==> src/rtl/adpll_lock_ctrl.sv <==
// adpll_lock_ctrl
//   Loop-gain scheduler and lock controller for the ADPLL. Takes one signed
//   phase-error sample per reference period and walks the loop through
//   IDLE -> ACQ -> TRACK -> LOCKED. It selects the loop-filter gain shifts,
//   pulses the integrator clear on loop start, and flags lock loss and
//   reference loss (watchdog on pd_valid).
// Ports
//   clk, rst    : clock, asynchronous active-high reset
//   enable      : loop enable, low forces IDLE
//   pd_valid    : one-cycle strobe qualifying pd_error
//   pd_error    : signed phase error
//   kp_shift    : proportional gain right-shift
//   ki_shift    : integral gain right-shift
//   integ_clr   : one-cycle integrator clear on IDLE->ACQ
//   state       : 0=IDLE 1=ACQ 2=TRACK 3=LOCKED
//   locked      : high while LOCKED
//   lock_lost   : one-cycle pulse on LOCKED->ACQ
//   ref_lost    : sticky watchdog-expiry flag, cleared by the next pd_valid
module adpll_lock_ctrl #(
    parameter int          ERR_W      = 8,
    parameter int          CNT_W      = 8,
    parameter int          ACQ_TH     = 16,
    parameter int          LOCK_TH    = 2,
    parameter int          UNLOCK_TH  = 8,
    parameter int          GEAR_CNT   = 4,
    parameter int          LOCK_CNT   = 16,
    parameter int          UNLOCK_CNT = 3,
    parameter int          REF_TO     = 255,
    parameter logic [3:0]  KP_ACQ     = 4'd2,
    parameter logic [3:0]  KI_ACQ     = 4'd4,
    parameter logic [3:0]  KP_TRK     = 4'd4,
    parameter logic [3:0]  KI_TRK     = 4'd8
) (
    input  logic                    clk,
    input  logic                    rst,
    input  logic                    enable,
    input  logic                    pd_valid,
    input  logic signed [ERR_W-1:0] pd_error,
    output logic [3:0]              kp_shift,
    output logic [3:0]              ki_shift,
    output logic                    integ_clr,
    output logic [1:0]              state,
    output logic                    locked,
    output logic                    lock_lost,
    output logic                    ref_lost
);

    typedef enum logic [1:0] {
        S_IDLE   = 2'd0,
        S_ACQ    = 2'd1,
        S_TRACK  = 2'd2,
        S_LOCKED = 2'd3
    } state_t;

    localparam logic [ERR_W-1:0] ERR_MIN  = {1'b1, {(ERR_W-1){1'b0}}};
    localparam logic [ERR_W-1:0] ERR_MAX  = {1'b0, {(ERR_W-1){1'b1}}};
    localparam logic [ERR_W-1:0] ACQ_T    = ERR_W'(ACQ_TH);
    localparam logic [ERR_W-1:0] LOCK_T   = ERR_W'(LOCK_TH);
    localparam logic [ERR_W-1:0] UNLOCK_T = ERR_W'(UNLOCK_TH);
    localparam logic [CNT_W-1:0] GEAR_N   = CNT_W'(GEAR_CNT);
    localparam logic [CNT_W-1:0] LOCK_N   = CNT_W'(LOCK_CNT);
    localparam logic [CNT_W-1:0] UNLOCK_N = CNT_W'(UNLOCK_CNT);
    // Watchdog fires in the cycle whose count would reach REF_TO.
    localparam logic [CNT_W-1:0] WD_LAST  = CNT_W'(REF_TO - 1);
    localparam logic [CNT_W-1:0] CNT_ONE  = CNT_W'(1);

    state_t           st_q, st_d;
    logic [CNT_W-1:0] cnt_q, cnt_d, cnt_inc;
    logic [CNT_W-1:0] wd_q, wd_d, wd_inc;
    logic             ref_d, clr_d, lost_d;
    logic [ERR_W-1:0] abs_err;
    logic             acq_good, lock_good, lock_bad, wd_expire;

    // |err| in ERR_W bits; the most-negative code has no positive twin,
    // so it saturates to the largest positive value.
    always_comb begin
        abs_err = $unsigned(pd_error);
        if (pd_error[ERR_W-1]) begin
            if ($unsigned(pd_error) == ERR_MIN) abs_err = ERR_MAX;
            else                                abs_err = $unsigned(-pd_error);
        end
    end

    assign acq_good  = (abs_err <= ACQ_T);
    assign lock_good = (abs_err <= LOCK_T);
    assign lock_bad  = (abs_err >  UNLOCK_T);

    assign cnt_inc   = (cnt_q == '1) ? cnt_q : cnt_q + CNT_ONE;
    assign wd_inc    = (wd_q  == '1) ? wd_q  : wd_q  + CNT_ONE;
    // A pd_valid arriving on the expiry cycle pre-empts the watchdog.
    assign wd_expire = (st_q != S_IDLE) && !pd_valid && (wd_q >= WD_LAST);

    always_comb begin
        st_d   = st_q;
        cnt_d  = cnt_q;
        wd_d   = wd_q;
        ref_d  = ref_lost;
        clr_d  = 1'b0;
        lost_d = 1'b0;
        if (!enable) begin
            st_d  = S_IDLE;
            cnt_d = '0;
            wd_d  = '0;
            ref_d = 1'b0;
        end else if (st_q == S_IDLE) begin
            st_d  = S_ACQ;
            clr_d = 1'b1;
            cnt_d = '0;
            wd_d  = '0;
        end else if (wd_expire) begin
            st_d   = S_ACQ;
            cnt_d  = '0;
            wd_d   = '0;
            ref_d  = 1'b1;
            lost_d = (st_q == S_LOCKED);
        end else if (!pd_valid) begin
            wd_d = wd_inc;
        end else begin
            wd_d  = '0;
            ref_d = 1'b0;
            case (st_q)
                S_ACQ: begin
                    if (!acq_good) begin
                        cnt_d = '0;
                    end else if (cnt_inc >= GEAR_N) begin
                        st_d  = S_TRACK;
                        cnt_d = '0;
                    end else begin
                        cnt_d = cnt_inc;
                    end
                end
                S_TRACK: begin
                    if (!acq_good) begin
                        // Fall back without clearing the integrator.
                        st_d  = S_ACQ;
                        cnt_d = '0;
                    end else if (!lock_good) begin
                        cnt_d = '0;
                    end else if (cnt_inc >= LOCK_N) begin
                        st_d  = S_LOCKED;
                        cnt_d = '0;
                    end else begin
                        cnt_d = cnt_inc;
                    end
                end
                S_LOCKED: begin
                    if (!lock_bad) begin
                        cnt_d = '0;
                    end else if (cnt_inc >= UNLOCK_N) begin
                        st_d   = S_ACQ;
                        cnt_d  = '0;
                        lost_d = 1'b1;
                    end else begin
                        cnt_d = cnt_inc;
                    end
                end
                default: ;
            endcase
        end
    end

    always_ff @(posedge clk or posedge rst) begin
        if (rst) begin
            st_q      <= S_IDLE;
            cnt_q     <= '0;
            wd_q      <= '0;
            kp_shift  <= KP_ACQ;
            ki_shift  <= KI_ACQ;
            integ_clr <= 1'b0;
            locked    <= 1'b0;
            lock_lost <= 1'b0;
            ref_lost  <= 1'b0;
        end else begin
            st_q      <= st_d;
            cnt_q     <= cnt_d;
            wd_q      <= wd_d;
            // Gains follow the next state so they switch on the same edge.
            kp_shift  <= (st_d == S_TRACK || st_d == S_LOCKED) ? KP_TRK : KP_ACQ;
            ki_shift  <= (st_d == S_TRACK || st_d == S_LOCKED) ? KI_TRK : KI_ACQ;
            integ_clr <= clr_d;
            locked    <= (st_d == S_LOCKED);
            lock_lost <= lost_d;
            ref_lost  <= ref_d;
        end
    end

    assign state = st_q;

endmodule

==> config.mk <==
export PLATFORM = sky130hd
export DESIGN_NAME = adpll_lock_ctrl
export DESIGN_NICKNAME = d
export VERILOG_FILES = /design/src/rtl/adpll_lock_ctrl.sv
export SDC_FILE = /design/constraint.sdc
export NUM_CORES = 1
export LEC_CHECK = 0
export ABC_AREA = 1
export BUFFER_PORTS_ARGS = -buffer_cell sky130_fd_sc_hd__buf_2
export CAP_MARGIN = 0
export CORE_ASPECT_RATIO = 1.75
export CORE_MARGIN = 1
export CORE_UTILIZATION = 45
export DETAILED_ROUTE_END_ITERATION = 8
export PLACE_DENSITY = 0.72
export SLEW_MARGIN = 20
export SYNTH_ARGS = -nofsm -noshare
export SYNTH_HDL_FRONTEND = slang
export SYNTH_SLANG_ARGS = --single-unit
==> constraint.sdc <==
create_clock -name clk -period 3.55 [get_ports clk]
set_input_delay 0.1775 -clock clk [delete_from_list [all_inputs] [get_ports clk]]
set_output_delay 0.1775 -clock clk [all_outputs]
set_load 0.01 [all_outputs]
==> summary.md, run 1 <==
| Metric | Value |
|---|---|
| Hold Vio Cnt, Final | `0` |
| Worst-path clk slew | `roughly 0.080 ns` |
| DP HPWL | `around 3.4 mm` |
| Most frequent cell after synthesis | `nand2_1` |
| Hold WS | `between 0.08 and 0.09 ns` |
| R2R Setup Slk | `roughly 1.3 ns` |
| Final setup fails | `0` |
| Final slew viol count | `0` |
| WL/cell | `11.84 µm` |
| Worst path arrival time | `around 2.5 ns` |
| Worst path slowest cell | `nor4_4` |
| Die Area | `about 4400 µm²` |
| Synthesized netlist cell count | `about 270` |
| Critical Path Max Stage Delay | `between 0.5 and 0.6 ns` |
| Post-CTS setup buffers | `0` |
| Period utilization | `0.6478` |
| Fmax | `between 400 and 500 MHz` |
| Post-synth top cells | `nand2_1 (71), inv_1 (39), nor2_1 (36)` |
| Ys flop type | `dfrtp_1` |
| Synth Area in XOR/XNOR | `0.01399` |
| Initial core utilization | `0.4765` |
| GRT overflow | `0` |
| GRT Overall Usage | `0.2044` |
| Max-cap violations | `0` |
| TNS Setup | `0 ns` |
| Vias in the first global route | `around 1,800` |
| Simple-Gate Fraction of Synth Area | `0.3944` |
| CORE AREA | `~4000 µm²` |
| Crit end category | `flip-flop` |
| Cell Area, Synth | `1878 µm²` |
| Crit path max fanout | `10` |
| RR Endpoint | `wd_q[4]` |
| Adder-Cell Fraction of Synth Area | `0.05996` |
| Synth Area per Inst | `slightly below 7 µm²` |
| Hold WC Path Type | `in -> async` |
| Max VDD drop | `about 0.19 mV` |
| Seq/Total Area, Yosys | `0.3205` |
| Skew-Pair Late Insertion Delay | `between 0.2 and 0.3 ns` |
| Worst-case clock buffer depth | `2` |
| CTS Sinks | `24` |
| Setup CP Type | `reg -> reg` |
| DR pass1 iterations | `4` |
| Post-layout util | `0.5184` |
| Row count | `30` |
| IO Count | `26` |
| Worst-margin pin slew | `roughly 0.87 ns` |
| Clock Skew | `slightly below 0.009 ns` |
| Worst path cell trace | `inv_1, ha_1, nor4_4, clkinv_1, a211oi_1` |
| Largest cells by area after synthesis | `dfrtp_1 (31%), nand2_1 (14%), inv_1 (7.8%)` |
| CTS root buf | `clkbuf_8` |
| Num CTS Buffers | `3` |
| Pwr dens | `~270 nW/µm²` |
| Clock period minus worst slack | `2.300 ns` |
| H-tree depth | `1` |
| Share of layout cells above drive strength 1 | `0.1741` |
| CTS tree | `yes` |
| # port buffers | `21` |
| Final instance area | `between 2000 and 2500 µm²` |
| Width of the die | `a little over 50 µm` |
| DP Area | `around 2000 µm²` |
| Largest delay share family, worst path | `buffers and inverters` |
| First-pass GRT wire length | `6.989 mm` |
| Status | `finished clean` |
| 1st-iter DRT viols | `13` |
| Hold-fix buffers, CTS | `0` |
| Multiplexer share of the synthesized area | `0` |
| Required @ worst endpoint | `approximately 3.7 ns` |
| RSZ-0062 raised after global routing | `no` |
| Synthesis-to-layout area growth | `8.794%` |
| Launching point of the worst reg2reg path | `state[1]` |
| Post-synth ARST share | `1.000` |
| Routability cong. | `approximately 0.8` |
| Yosys cell types | `35` |
| Final ANT Viol Nets | `0` |
| Largest family of logic cells by synthesized area | `simple AND/OR/NAND/NOR gates` |
| R2R depth | `5` |
| Startpoint Class | `flip-flop` |
| Resized Gates After CTS | `0` |
| CP Depth | `5` |
| DP Worst Slack | `about 1.2 ns` |
| DR DRC count | `0` |
| Initial antenna violation count | `0` |
| Avg Vias per Cell | `between 5 and 6` |
| Synth Area in Compound Gates | `0.09327` |
| EDFF count, synth | `0` |
| Final #Nets | `~320` |
| Chip height | `87.46 µm` |
| Relative slew slack | `0.4171` |
| Vias after detailed routing | `~1,700` |
| Final WL | `roughly 4.0 mm` |
| #FFs+latches synth | `24` |
| Largest net degree at the start of global routing | `25` |
| Antenna fix cells | `0` |
| Top-area cell type share of the netlist area | `0.3065` |
| Pleak | `0.001084 µW` |
| Area leader, netlist | `dfrtp_1` |
| Worst Path Buf+Inv | `2` |
| Final setup margin | `approximately 1.3 ns` |
| Yosys warnings | `0` |
registers in the layout, indices dropped and copies added (netlist names):
register	cells
integ_clr	1
ref_lost	1
cnt_q	8
state	2
kp_shift	2
lock_lost	1
wd_q	8
locked	1
worst max-delay path by stage:
stage,start,slack [ns],to
6_report,state[1],1.25,wd_q[4]
5_1_grt,state[0],1.10,wd_q[4]
4_1_cts,state[1],1.20,wd_q[4]
3_5_place_dp,state[1],1.23,wd_q[4]
3_3_place_gp,state[0],1.28,wd_q[1]
2_1_floorplan,cnt_q[0],1.74,locked
placed cells by master, fill, tap and decap left out, types with 2 or more instances in the layout:
master     n
clkbuf_8   3
nand4_1    6
o21ai_1    3
a21oi_1    5
inv_2      3
o21ai_2    2
nand2_2    4
nor3_1     3
a21oi_2    4
conb_1     4
o21ai_0    5
a31oi_1    3
a211oi_1   2
ha_1       9
nor2_2     2
nor2_1    36
buf_2     21
nand3_1   24
xor2_1     2
nor2_4     3
dfrtp_1   23
nand2_1   71
nand3_2    4
inv_1     39
area by class of cell:
| class | instances | area (µm²) |
|---|---|---|
| flip-flops and latches | 24 | 601.8 |
| repair buffers | 21 | 105.1 |
| inverters | 43 | 161.4 |
| fillers | 409 | 1898 |
| multi-input cells | 201 | 1070 |
| well taps | 48 | 60.06 |
| clock buffers | 4 | 45.04 |
cells by family after synthesis:
| family | Yosys count |
|---|---|
| adders and majority gates | 9 |
| xor gates and xnor gates | 3 |
| other | 1 |
| AOI/OAI and AO/OA | 27 |
| and+or+nand+nor | 158 |
| DFF | 24 |
| buffers and inverters | 50 |
where the power goes:
part / switching, µW / internal [µW] / total [µW]
clock: 80.4 / 79.9 / 160
sequential: 5.88 / 278 / 284
combinational: 69.5 / 33.0 / 103
total: 156 / 391 / 547
per-layer routing:
layer | routed length (µm) | GRT usage | share of wire | vias to the layer above
met4 | 50 | 0.06313 | 0.012 | 0
met3 | 28 | 0.01222 | 0.0069 | 4
met2 | 2516 | 0.4570 | 0.62 | 16
li1 | - | - | - | 895
met5 | 0 | 0 | 0 | -
met1 | 1442 | 0.1758 | 0.36 | 809
through the flow:
step	power, µW	std cells
floorplan	365.8	275
global placement	390.9	337
detailed placement	392.4	337
CTS	553.3	341
global route	577.8	341
finish	547.0	341
Note: power is estimated with default switching activity, not from simulation.
==> run 2, diff against run 1 <==
--- a/config.mk
+++ b/config.mk
@@ -5,14 +5,14 @@
 export SDC_FILE = /design/constraint.sdc
 export NUM_CORES = 1
 export LEC_CHECK = 0
-export ABC_AREA = 1
+export ABC_AREA = 0
 export BUFFER_PORTS_ARGS = -buffer_cell sky130_fd_sc_hd__buf_2
 export CAP_MARGIN = 0
 export CORE_ASPECT_RATIO = 1.75
 export CORE_MARGIN = 1
 export CORE_UTILIZATION = 45
 export DETAILED_ROUTE_END_ITERATION = 8
-export PLACE_DENSITY = 0.72
+export PLACE_DENSITY = 0.75
 export SLEW_MARGIN = 20
 export SYNTH_ARGS = -nofsm -noshare
 export SYNTH_HDL_FRONTEND = slang
==> constraint.sdc (replaced) <==
create_clock -name clk -period 1.9 [get_ports clk]
set_input_delay 0.095 -clock clk [delete_from_list [all_inputs] [get_ports clk]]
set_output_delay 0.095 -clock clk [all_outputs]
set_load 0.01 [all_outputs]
==> run 2 against run 1 <==
Net effect: the run now ends with setup timing left; clock power is 110% higher; maximum frequency is 7.6% higher; die area shrank 12%; worst setup slack got worse by 1.5 ns; critical path type unchanged; critical endpoint is now locked; largest cell class unchanged; largest power group unchanged.
==> summary.md, run 2 <==
| Metric | Value |
|---|---|
| Worst-case clock buffer depth | `2 (unchanged)` |
| Worst path slowest cell | `or4b_4` |
| GRT met1 Usage | `0.2236 (+0.04776)` |
| CTS tree | `yes` |
| Largest regs | `cnt_q: 8 flops, wd_q: 8 flops` |
| Most used cell, CP | `a31oi_4` |
| Avg Vias per Cell | `5.633 (+11%)` |
| TNS Setup | `-1.331 ns (-1.331 ns)` |
| Post-synth ARST share | `1.000 (unchanged)` |
| Non-filler cells, final | `283 (-17%)` |
| Hold WC Path Type | `in -> reg` |
| Num CTS Buffers | `3 (unchanged)` |
| Largest family of logic cells by synthesized area | `simple AND/OR/NAND/NOR gates` |
| Setup CP Type | `reg -> reg` |
| Launching point of the worst reg2reg path | `cnt_q[0]` |
| Seq/Total Area, Yosys | `0.3647 (+0.04422)` |
| Final setup fails | `8 (+8)` |
| Crit end category | `flip-flop` |
| R2R depth | `8 (+3)` |
| H-tree depth | `1 (unchanged)` |
| Worst Path Buf+Inv | `1 (-1)` |
| Failing checks | `setup timing` |
| DR DRC count | `0 (unchanged)` |
| Met3 usage | `0.01957 (+0.007349)` |
| Share of layout cells above drive strength 1 | `0.3319 (+0.1579)` |
| Skew-Pair Late Insertion Delay | `0.26 ns (about the same)` |
| EDFF count, synth | `0 (unchanged)` |
| Max-cap violations | `0 (unchanged)` |
| Cell Area, Synth | `1650 µm² (-12%)` |
| Synth Area in Compound Gates | `0.2146 (+0.1213)` |
| Most frequent cells in the layout | `buf_4 (31), dfrtp_1 (23), buf_2 (21)` |
| Final WL | `3.952 mm (-2.1%)` |
| Met2 usage | `0.4270 (-0.02994)` |
| Synthesis-to-layout area growth | `32.45%` |
| Post-synth top cells | `dfrtp_1 (23), nor2_1 (19), a21oi_1 (14)` |
| Fmax | `467.8 MHz (+7.6%)` |
| Final #Nets | `260 (-17%)` |
| CTS root buf | `clkbuf_8` |
| Worst path cell trace | `ha_4, a31oi_4, a41oi_2, or4b_4, buf_12, a31oi_4, o22ai_2, and2_1` |
| Top-area cell type share of the netlist area | `0.3487 (+0.04229)` |
| Largest cells by area after synthesis | `dfrtp_1 (35%), ha_1 (6.8%), nor2_1 (4.3%)` |
| Commonest non-fill, non-tap cell in the layout | `buf_4` |
| FILL cells | `324 (-21%)` |
| Max VDD drop | `0.3260 mV (+70%)` |
| Chip height | `82.11 µm (-6.1%)` |
| # port buffers | `21 (unchanged)` |
| Yosys cell types | `47 (+34%)` |
| Width of the die | `47.78 µm (-6.0%)` |
| Area leader, netlist | `dfrtp_1` |
| GRT overflow | `0 (unchanged)` |
| Status | `complete, but fails checks` |
| Final slew viol count | `0 (unchanged)` |
| Hold WS | `0.07673 ns (-0.006320 ns)` |
| Initial antenna violation count | `0 (unchanged)` |
| Worst path arrival time | `2.30 ns (-0.16 ns)` |
| Setup crit end | `locked` |
| Final setup margin | `-0.2376 ns (-1.488 ns)` |
| Final ANT Viol Nets | `0 (unchanged)` |
| Adder-Cell Fraction of Synth Area | `0.06823 (+0.008273)` |
| Pwr dens | `472.2 nW/µm² (+76%)` |
| Top Usage Layer GRT | `met2` |
| 1st-iter DRT viols | `25 (+12)` |
| First-pass GRT wire length | `6.582 mm (-5.8%)` |
| CP Depth | `8 (+3)` |
| Multiplexer share of the synthesized area | `0.006823 (+0.006823)` |
| CORE AREA | `3433 µm² (-13%)` |
| Vias in the first global route | `1,616 (-8.1%)` |
| Largest delay share family, worst path | `simple AND/OR/NAND/NOR gates` |
| DR pass1 iterations | `5 (+1)` |
| Routability cong. | `0.8328 (+3.8%)` |
| IO Count | `26 (unchanged)` |
| Antenna fix cells | `0 (unchanged)` |
| RSZ-0062 raised after global routing | `yes` |
| Worst-path clk slew | `0.08 ns (about the same)` |
| Row count | `28 (-6.7%)` |
| Die Area | `3923 µm² (-12%)` |
| Simple-Gate Fraction of Synth Area | `0.2646 (-0.1298)` |
| Period utilization | `1.125 (+0.4773)` |
| Post-layout util | `0.6367 (+0.1182)` |
| Synthesized netlist cell count | `185 (-32%)` |
| RR Endpoint | `locked` |
| Worst Setup SP | `cnt_q[0]` |
| Required @ worst endpoint | `2.06 ns (-1.65 ns)` |
| Most frequent cell after synthesis | `dfrtp_1` |
| Largest net degree at the start of global routing | `25 (unchanged)` |
| Post-Place Cells | `275 (-18%)` |
| CTS Sinks | `24 (unchanged)` |
| GRT Overall Usage | `0.2273 (+0.02297)` |
| Initial core utilization | `0.4807 (+0.004177)` |
| Synth Area per Inst | `8.921 µm² (+29%)` |
| Critical Path Max Stage Delay | `0.62 ns (+0.09 ns)` |
| Pleak | `0.001043 µW (-3.7%)` |
| Crit path max fanout | `4 (-6)` |
| DP HPWL | `3.047 mm (-9.5%)` |
| WL/cell | `13.96 µm (+18%)` |
| #FFs+latches synth | `24 (unchanged)` |
| Clock Skew | `0.005283 ns (-0.003524 ns)` |
| Startpoint Class | `flip-flop` |
| Vias after detailed routing | `1,594 (-7.5%)` |
| Clock period minus worst slack | `2.138 ns (-0.1621 ns)` |
| Yosys warnings | `0 (unchanged)` |
| Synth Area in XOR/XNOR | `0.02654 (+0.01254)` |
| Hold Vio Cnt, Final | `0 (unchanged)` |
| R2R Setup Slk | `-0.24 ns (-1.49 ns)` |
| Ys flop type | `dfrtp_1` |
run 2: cell types whose count changed in the layout (fill, tap and decap cells not counted), sizes merged, moves of 5 or more:
cell | before | now
nand2 | 76 | 9
inv | 42 | 8
buf | 21 | 54
nor2 | 41 | 19
nand3 | 28 | 8
and2 | 0 | 9
and3 | 1 | 7
a21oi | 9 | 14
run 2: layer usage:
layer  share of wire  vias to the layer above
met2            0.59                       48
met1            0.35                      758
met4           0.041                        0
met5               0                        -
met3           0.018                       15
li1                -                      773
run 2: how the worst min path moves through the flow:
stage,endpoint,from,depth (start not counted)
after floorplan,cnt_q[0],rst,1
after global placement,wd_q[0],rst,3
after detailed placement,integ_clr,rst,3
after CTS,ref_lost,enable,2
after global routing,ref_lost,enable,2
final,ref_lost,enable,2
run 2: per-stage QoR:
step | cell area, µm² | total power [µW] | setup slack (ns)
3_5_place_dp | 2007 | 695.2 | -0.2667
2_1_floorplan | 1677 | 631.0 | -0.1241
3_3_place_gp | 2007 | 691.3 | -0.2219
6_report | 2186 | 1032 | -0.2376
4_1_cts | 2163 | 1033 | -0.2540
5_1_grt | 2186 | 1076 | -0.3065
run 2: kinds of logic after synthesis:
kind of cell	Yosys count
AND/OR/NAND/NOR	78
AO/OA/AOI/OAI	50
flip-flops	24
buffers and inverters	17
adder cells (fa/ha/maj)	9
XOR/XNOR	5
other	1
multiplexers	1
run 2: timing repair:
| item | 4_1_cts | 5_1_grt |
|---|---|---|
| hold buffers | 1 | 0 |
| pin swaps | 15 | 13 |
| hold endpoints to repair | 23 | 0 |
| setup buffers | 3 | 1 |
| resized for setup | 11 | 4 |
| setup endpoints to repair | 10 | 16 |
run 2: power breakdown:
group	internal (µW)	leakage [µW]	switching, µW	total, µW
combinational	76.2	0.000686	99.5	176
clock	185	0.0000288	154	338
sequential	515	0.000328	3.53	518
total	776	0.00104	257	1030
run 2: final cells by class:
type,count,area (µm²),area share
clock buffer,4,55.05,0.02519
inverter,8,30.03,0.01374
multi-input combinational,147,1064,0.4865
sequential,24,601.8,0.2753
tap,45,56.30,0.02576
timing repair buffer,55,379.1,0.1734
